--- src/rtl/bram_read_initiator_if.sv ---
// Client-side request/response, write and RAM-port signals of bram_read_initiator.
// slave: the initiator itself; master: client logic together with the RAM.
interface bram_read_initiator_if #(
    parameter int unsigned dataSize = 32,
    parameter int unsigned addrSize = 9
);
    logic                reqEnable;
    logic [addrSize-1:0] reqAddr;
    logic                reqReady;

    logic                respValid;
    logic [dataSize-1:0] respData;
    logic                respDeq;

    logic                wrEnable;
    logic [addrSize-1:0] wrAddr;
    logic [dataSize-1:0] wrData;
    logic                wrReady;

    logic                bramReadEnable;
    logic [addrSize-1:0] bramReadAddr;
    logic [dataSize-1:0] bramReadData;
    logic                bramWriteEnable;
    logic [addrSize-1:0] bramWriteAddr;
    logic [dataSize-1:0] bramWriteData;

    logic                noPending;

    modport slave (
        input  reqEnable, reqAddr, respDeq, wrEnable, wrAddr, wrData, bramReadData,
        output reqReady, respValid, respData, wrReady, noPending,
               bramReadEnable, bramReadAddr,
               bramWriteEnable, bramWriteAddr, bramWriteData
    );

    modport master (
        output reqEnable, reqAddr, respDeq, wrEnable, wrAddr, wrData, bramReadData,
        input  reqReady, respValid, respData, wrReady, noPending,
               bramReadEnable, bramReadAddr,
               bramWriteEnable, bramWriteAddr, bramWriteData
    );
endinterface

--- src/rtl/bram_read_initiator.sv ---
// Credit-flow-controlled read front end for a one-cycle-latency block RAM with a response FIFO.
// Define BRAM_READ_INITIATOR_RAW_FWD_EN to forward same-cycle write data into a colliding read.
module bram_read_initiator #(
    parameter int unsigned dataSize  = 32,
    parameter int unsigned addrSize  = 9,
    parameter int unsigned respDepth = 2
) (
    input  logic                 CLK,
    input  logic                 RST_N,
    bram_read_initiator_if.slave bus
);
    localparam int unsigned PTR_W = $clog2(respDepth);
    localparam int unsigned CNT_W = PTR_W + 1;

    logic [dataSize-1:0] mem_q [respDepth];
    logic [PTR_W-1:0]    wr_ptr_q, wr_ptr_d;
    logic [PTR_W-1:0]    rd_ptr_q, rd_ptr_d;
    logic [CNT_W-1:0]    count_q, count_d;
    logic                in_flight_q, in_flight_d;
    logic                resp_valid_q, resp_valid_d;
    logic [dataSize-1:0] resp_data_q, resp_data_d;
    logic                no_pending_q, no_pending_d;

    logic [CNT_W-1:0]    credits;
    logic                req_ready;
    logic                accept;
    logic                push;
    logic                pop;
    logic [dataSize-1:0] push_data;

    // Every accepted read owns a FIFO slot from issue until it is popped.
    assign credits   = count_q + CNT_W'(in_flight_q);
    assign req_ready = RST_N & (credits < CNT_W'(respDepth));
    assign accept    = bus.reqEnable & req_ready;
    assign push      = in_flight_q;
    assign pop       = bus.respDeq & resp_valid_q;

`ifdef BRAM_READ_INITIATOR_RAW_FWD_EN
    logic                fwd_q, fwd_d;
    logic [dataSize-1:0] fwd_data_q, fwd_data_d;

    // A read colliding with a same-cycle write returns the new data.
    always_comb begin
        fwd_d      = accept & bus.wrEnable & (bus.wrAddr == bus.reqAddr);
        fwd_data_d = fwd_data_q;
        if (fwd_d) begin
            fwd_data_d = bus.wrData;
        end
    end

    always_ff @(posedge CLK) begin
        if (!RST_N) begin
            fwd_q      <= 1'b0;
            fwd_data_q <= '0;
        end else begin
            fwd_q      <= fwd_d;
            fwd_data_q <= fwd_data_d;
        end
    end

    assign push_data = fwd_q ? fwd_data_q : bus.bramReadData;
`else
    assign push_data = bus.bramReadData;
`endif

    always_comb begin
        wr_ptr_d     = wr_ptr_q;
        rd_ptr_d     = rd_ptr_q;
        count_d      = count_q;
        in_flight_d  = accept;
        resp_valid_d = 1'b0;
        resp_data_d  = '0;
        no_pending_d = 1'b1;

        if (push) begin
            wr_ptr_d = wr_ptr_q + PTR_W'(1);
        end
        if (pop) begin
            rd_ptr_d = rd_ptr_q + PTR_W'(1);
        end
        case ({push, pop})
            2'b10:   count_d = count_q + CNT_W'(1);
            2'b01:   count_d = count_q - CNT_W'(1);
            default: count_d = count_q;
        endcase

        // Head register: a push into an empty (or emptying) FIFO becomes the head directly.
        resp_valid_d = (count_d != '0);
        if (resp_valid_d) begin
            if (push && (wr_ptr_q == rd_ptr_d)) begin
                resp_data_d = push_data;
            end else begin
                resp_data_d = mem_q[rd_ptr_d];
            end
        end
        no_pending_d = (count_d == '0) & ~in_flight_d;
    end

    always_ff @(posedge CLK) begin
        if (!RST_N) begin
            wr_ptr_q     <= '0;
            rd_ptr_q     <= '0;
            count_q      <= '0;
            in_flight_q  <= 1'b0;
            resp_valid_q <= 1'b0;
            resp_data_q  <= '0;
            no_pending_q <= 1'b1;
        end else begin
            wr_ptr_q     <= wr_ptr_d;
            rd_ptr_q     <= rd_ptr_d;
            count_q      <= count_d;
            in_flight_q  <= in_flight_d;
            resp_valid_q <= resp_valid_d;
            resp_data_q  <= resp_data_d;
            no_pending_q <= no_pending_d;
        end
    end

    // FIFO storage needs no reset; occupancy gates what is visible.
    always_ff @(posedge CLK) begin
        if (RST_N && push) begin
            mem_q[wr_ptr_q] <= push_data;
        end
    end

    assign bus.reqReady        = req_ready;
    assign bus.respValid       = resp_valid_q;
    assign bus.respData        = resp_data_q;
    assign bus.noPending       = no_pending_q;
    assign bus.wrReady         = 1'b1;
    assign bus.bramReadEnable  = accept;
    assign bus.bramReadAddr    = bus.reqAddr;
    assign bus.bramWriteEnable = bus.wrEnable;
    assign bus.bramWriteAddr   = bus.wrAddr;
    assign bus.bramWriteData   = bus.wrData;

    a_no_overflow: assert property (@(posedge CLK) disable iff (!RST_N)
        !(push && !pop && (count_q == CNT_W'(respDepth))));

    a_credit_bound: assert property (@(posedge CLK) disable iff (!RST_N)
        credits <= CNT_W'(respDepth));

endmodule

--- src/flat_wrapper.sv ---
// flat-port wrapper written by rule: the top's interface ports become plain ports
module bram_read_initiator_flat 
#(
    parameter int unsigned dataSize  = 32,
    parameter int unsigned addrSize  = 9,
    parameter int unsigned respDepth = 2
)
  (CLK, RST_N, bus_reqEnable, bus_reqAddr, bus_respDeq, bus_wrEnable, bus_wrAddr, bus_wrData, bus_bramReadData, bus_reqReady, bus_respValid, bus_respData, bus_wrReady, bus_noPending, bus_bramReadEnable, bus_bramReadAddr, bus_bramWriteEnable, bus_bramWriteAddr, bus_bramWriteData);
  bram_read_initiator_if #(.dataSize(dataSize), .addrSize(addrSize)) bus_i ();
  input  logic CLK;
  input  logic RST_N;
  input wire logic [$bits(bus_i.reqEnable)-1:0] bus_reqEnable;
  input wire logic [$bits(bus_i.reqAddr)-1:0] bus_reqAddr;
  input wire logic [$bits(bus_i.respDeq)-1:0] bus_respDeq;
  input wire logic [$bits(bus_i.wrEnable)-1:0] bus_wrEnable;
  input wire logic [$bits(bus_i.wrAddr)-1:0] bus_wrAddr;
  input wire logic [$bits(bus_i.wrData)-1:0] bus_wrData;
  input wire logic [$bits(bus_i.bramReadData)-1:0] bus_bramReadData;
  output wire logic [$bits(bus_i.reqReady)-1:0] bus_reqReady;
  output wire logic [$bits(bus_i.respValid)-1:0] bus_respValid;
  output wire logic [$bits(bus_i.respData)-1:0] bus_respData;
  output wire logic [$bits(bus_i.wrReady)-1:0] bus_wrReady;
  output wire logic [$bits(bus_i.noPending)-1:0] bus_noPending;
  output wire logic [$bits(bus_i.bramReadEnable)-1:0] bus_bramReadEnable;
  output wire logic [$bits(bus_i.bramReadAddr)-1:0] bus_bramReadAddr;
  output wire logic [$bits(bus_i.bramWriteEnable)-1:0] bus_bramWriteEnable;
  output wire logic [$bits(bus_i.bramWriteAddr)-1:0] bus_bramWriteAddr;
  output wire logic [$bits(bus_i.bramWriteData)-1:0] bus_bramWriteData;
  assign bus_i.reqEnable = bus_reqEnable;
  assign bus_i.reqAddr = bus_reqAddr;
  assign bus_i.respDeq = bus_respDeq;
  assign bus_i.wrEnable = bus_wrEnable;
  assign bus_i.wrAddr = bus_wrAddr;
  assign bus_i.wrData = bus_wrData;
  assign bus_i.bramReadData = bus_bramReadData;
  assign bus_reqReady = bus_i.reqReady;
  assign bus_respValid = bus_i.respValid;
  assign bus_respData = bus_i.respData;
  assign bus_wrReady = bus_i.wrReady;
  assign bus_noPending = bus_i.noPending;
  assign bus_bramReadEnable = bus_i.bramReadEnable;
  assign bus_bramReadAddr = bus_i.bramReadAddr;
  assign bus_bramWriteEnable = bus_i.bramWriteEnable;
  assign bus_bramWriteAddr = bus_i.bramWriteAddr;
  assign bus_bramWriteData = bus_i.bramWriteData;
  bram_read_initiator #(.dataSize(dataSize), .addrSize(addrSize), .respDepth(respDepth)) u_core (.CLK(CLK), .RST_N(RST_N), .bus(bus_i));
endmodule
--- config.mk ---
export PLATFORM = sky130hd
export DESIGN_NAME = bram_read_initiator_flat
export DESIGN_NICKNAME = d
export VERILOG_FILES = /design/src/rtl/bram_read_initiator_if.sv /design/src/rtl/bram_read_initiator.sv /design/src/flat_wrapper.sv
export SDC_FILE = /design/constraint.sdc
export NUM_CORES = 1
export LEC_CHECK = 0
export ABC_AREA = 1
export BUFFER_PORTS_ARGS = -buffer_cell sky130_fd_sc_hd__buf_4
export CORE_UTILIZATION = 52
export CTS_CLUSTER_DIAMETER = 50
export DETAILED_ROUTE_END_ITERATION = 8
export GPL_TIMING_DRIVEN = 0
export PLACE_DENSITY = 0.88
export SETUP_SLACK_MARGIN = 0.1
export SLEW_MARGIN = 25
export SYNTH_ARGS = -nofsm -noshare
export SYNTH_HDL_FRONTEND = slang
export SYNTH_SLANG_ARGS = --single-unit
--- constraint.sdc ---
create_clock -name CLK -period 6.7 [get_ports CLK]
set_input_delay 1.005 -clock CLK [delete_from_list [all_inputs] [get_ports CLK]]
set_output_delay 1.005 -clock CLK [all_outputs]
set_load 0.02 [all_outputs]
==> summary.md <==
| Metric | Value |
|---|---|
| Width of the die | approximately 94 um |
| Max_slew headroom | 0.605 |
| Ranking of synthesized cells by area | edfxtp_1 44%, dfxtp_1 18%, nand2_1 11%, buf_4 8.8%, nor2_1 5.8% |
| DP HPWL | about 7 mm |
| TritonCTS Sinks | 103 |
| Clock root buffer | clkbuf_8 |
| Setup crit start kind | primary input |
| CTS Buf Count | 9 |
| Crit. End Element | output port |
| Post-CTS Setup Bufs | 0 |
| Yosys top cell by area | edfxtp_1 |
| Sw frac | 0.343 |
| CTS max path bufs | 2 |
| Placement Cell Area | 5540 sq um |
| Area grow syn2layout | 29.5% |
| Final Critical Period | 2840 ps |
| Maximum vdd drop | between 150 and 200 uV |
| Largest net degree at the start of global routing | 20 |
| Reg-to-reg setup timing slack | about 4800 ps |
| Yosys cell types | 21 |
| Drt first-iter violations | about 160 |
| Worst Setup SP | RST_N |
| Avg Inst Size Synth | approximately 9.4 sq um |
| Worst-Margin Slew | ~590 ps |
| Nets | slightly below 700 |
| Register share of total power | 0.460 |
| Number of global-route vias before repair | around 3.3k |
| Post-Synthesis Cells | 472 |
| Unrepaired setup endpoints after global routing | false |
| CP endpoint | bus_bramReadEnable |
| Post-Route M1 WL | a little under 4 mm |
| CP Max Fanout | 5 |
| Leakage | about 0.0029 uW |
| H-tree levels | 3 |
| Total gr overflow | 0 |
| Met2 Routed Length | roughly 5.3 mm |
| Layout fillers | roughly 600 |
| Final period util | 0.423 |
| GPL Wtd Cong | 0.750 |
| Port bufs | ~120 |
| Pwr Density | between 200 and 300 nW/um^2 |
| Layout cells sized above 1 | 0.351 |
| Initial DRT Pass Iterations | 4 |
| Sw Pwr | 572 uW |
| IO Pins | between 150 and 200 |
| Gr usage total | 0.233 |
| Area of the multi-input gates | about 1100 sq um |
| Fin. max-slew vios | 0 |
| Peak Freq | 352 MHz |
| Via count | about 3.4k |
| WL/cell | roughly 14 um |
| Crit path required time | 5690 ps |
| Die height | 94.2 um |
| Antenna cells | 0 |
| Clk_lat worst skew | 370 ps |
| Pint | 1100 uW |
| Cts repair resizes | 0 |
| Post-DRT Antenna Nets | 0 |
| Worst flop-to-flop path endpoint | u_core.bus.respData[30] |
| Core ar. | just over 8000 sq um |
| Final setup viols | 0 |
| Max-cap check violation count | 0 |
| Vias per inst | 4.78 |
| # hold bufs at CTS | 0 |
| Outcome | completed |
| #FFs+latches synth | between 100 and 150 |
| Top layer reached by signal wires | met4 |
| R2r startpoint | u_core.bus.respValid |
| Combinational power share | 0.317 |
| Clock group share of total power | 0.223 |
| Worst Reg-to-Reg Cells | 11 |
| Cell area after layout | 5720 sq um |
| Remaining DRCs | 0 |
| Fin. Hold Viols | 0 |
| Arrival time at the worst endpoint | approximately 1800 ps |
| Initial Util | 0.538 |
| Clock Pin Slew Worst Setup and Hold Paths | approximately 100 ps |
| Setup Skew | between 9 and 10 ps |
| Worst Hold Class | flop to flop |
| CTS tree | yes |
| Setup TNS | 0 ps |
| Yosys Warn Count | 0 |
| Mapped Area | between 4000 and 5000 sq um |
| First-pass GRT wire length | between 15 and 20 mm |
| Die area | around 8900 sq um |
| Met3 routed WL | ~660 um |
| Synth top area share | 0.435 |
| Initial antenna violation count | 0 |
| CP Class | primary input to output port |
| Register area share after synthesis | 0.612 |
| Row Count | 33 |
| Total wire length | around 10 mm |
| Reg area | between 2000 and 3000 sq um |
| Syn nets | 560 |
[per-stage QoR]
stage                util  hold slack (ps)  power (uW)  instances  setup slack [ps]
floorplan               -              490        1110        472              3740
global placement    0.665              515        1290        699              3050
detailed placement  0.674              572        1310        701              3870
CTS                 0.697              603        1680        717              3860
global route        0.697              636        1760        717              3790
finish              0.697              596        1670        717              3860
[layout by cell type, fill, tap and decap left out, drive strengths merged]
| master | n |
|---|---|
| nor2 | 68 |
| clkbuf | 11 |
| clkinvlp | 2 |
| nand4 | 1 |
| dfxtp | 39 |
| a21oi | 1 |
| clkinv | 1 |
| ha | 1 |
| conb | 1 |
| and2 | 2 |
| o21ai | 1 |
| nor3 | 2 |
| buf | 192 |
| inv | 48 |
| nand2 | 139 |
| nand3 | 39 |
| edfxtp | 64 |
[cell type report]
cell class | instances | share of cell area
inverter | 44 | 0.0289
clock buffer | 9 | 0.0216
sequential | 103 | 0.472
tap | 105 | 0.0230
clock inverter | 7 | 0.0111
timing repair buffer | 124 | 0.170
multi-input combinational | 255 | 0.187
buffer | 70 | 0.0866
[flip-flops by register name (all words and copies together) (netlist names)]
register	cells
u_core.mem_q	64
u_core.bus.respData	32
u_core.count_q	2
u_core.bus.noPending	1
u_core.bus.respValid	1
u_core.in_flight_q	1
u_core.rd_ptr_q	1
u_core.wr_ptr_q	1
[how the worst min path moves through the flow]
stage	from	endpoint	slack [ps]	cells after the start
after detailed placement	u_core.wr_ptr_q	u_core.wr_ptr_q	570	1
after floorplan	u_core.wr_ptr_q	u_core.wr_ptr_q	490	1
final	u_core.wr_ptr_q	u_core.wr_ptr_q	600	1
after CTS	u_core.wr_ptr_q	u_core.wr_ptr_q	600	1
after global routing	u_core.wr_ptr_q	u_core.wr_ptr_q	640	1
after global placement	u_core.wr_ptr_q	u_core.wr_ptr_q	510	1
[worst max-delay path: stages]
cell and delay, ps:
buf_4 110, inv_1 60, nor3_1 310, and2_1 200
buf_4 150
[synthesized netlist by cell type]
cell type / count
buf_6: 3
nand3_1: 37
a21oi_1: 1
nand4_1: 1
nand2_1: 135
nand3_4: 1
nand3_2: 1
ha_1: 1
nand2_2: 4
edfxtp_1: 64
o21ai_0: 1
buf_1: 1
buf_4: 52
clkbuf_1: 2
and2_1: 2
conb_1: 1
dfxtp_1: 39
nor2_1: 68
nor3_1: 2
buf_2: 12
inv_1: 44
[layer usage]
layer | up-vias | track usage
met5 | - | 0
met4 | 0 | 0.0744
met3 | 10 | 0.0510
met2 | 136 | 0.424
met1 | 1597 | 0.269
li1 | 1687 | -
[power groups by stage]
stage / clock network (uW) / registers (uW) / logic, uW
finish: 372 / 767 / 529
global route: 404 / 773 / 586
CTS: 378 / 767 / 532
detailed placement: 0 / 781 / 527
global placement: 0 / 780 / 508
floorplan: 0 / 848 / 261
[cell families after synthesis]
| kind of cell | count (synthesis) | share of synthesized area |
|---|---|---|
| fa+ha+maj | 1 | 0.00283 |
| simple gates | 251 | 0.233 |
| flops | 103 | 0.612 |
| buf+inv | 114 | 0.150 |
| other cells | 1 | 0.000849 |
| compound gates | 2 | 0.00226 |
(Power assumes the default switching activity.)
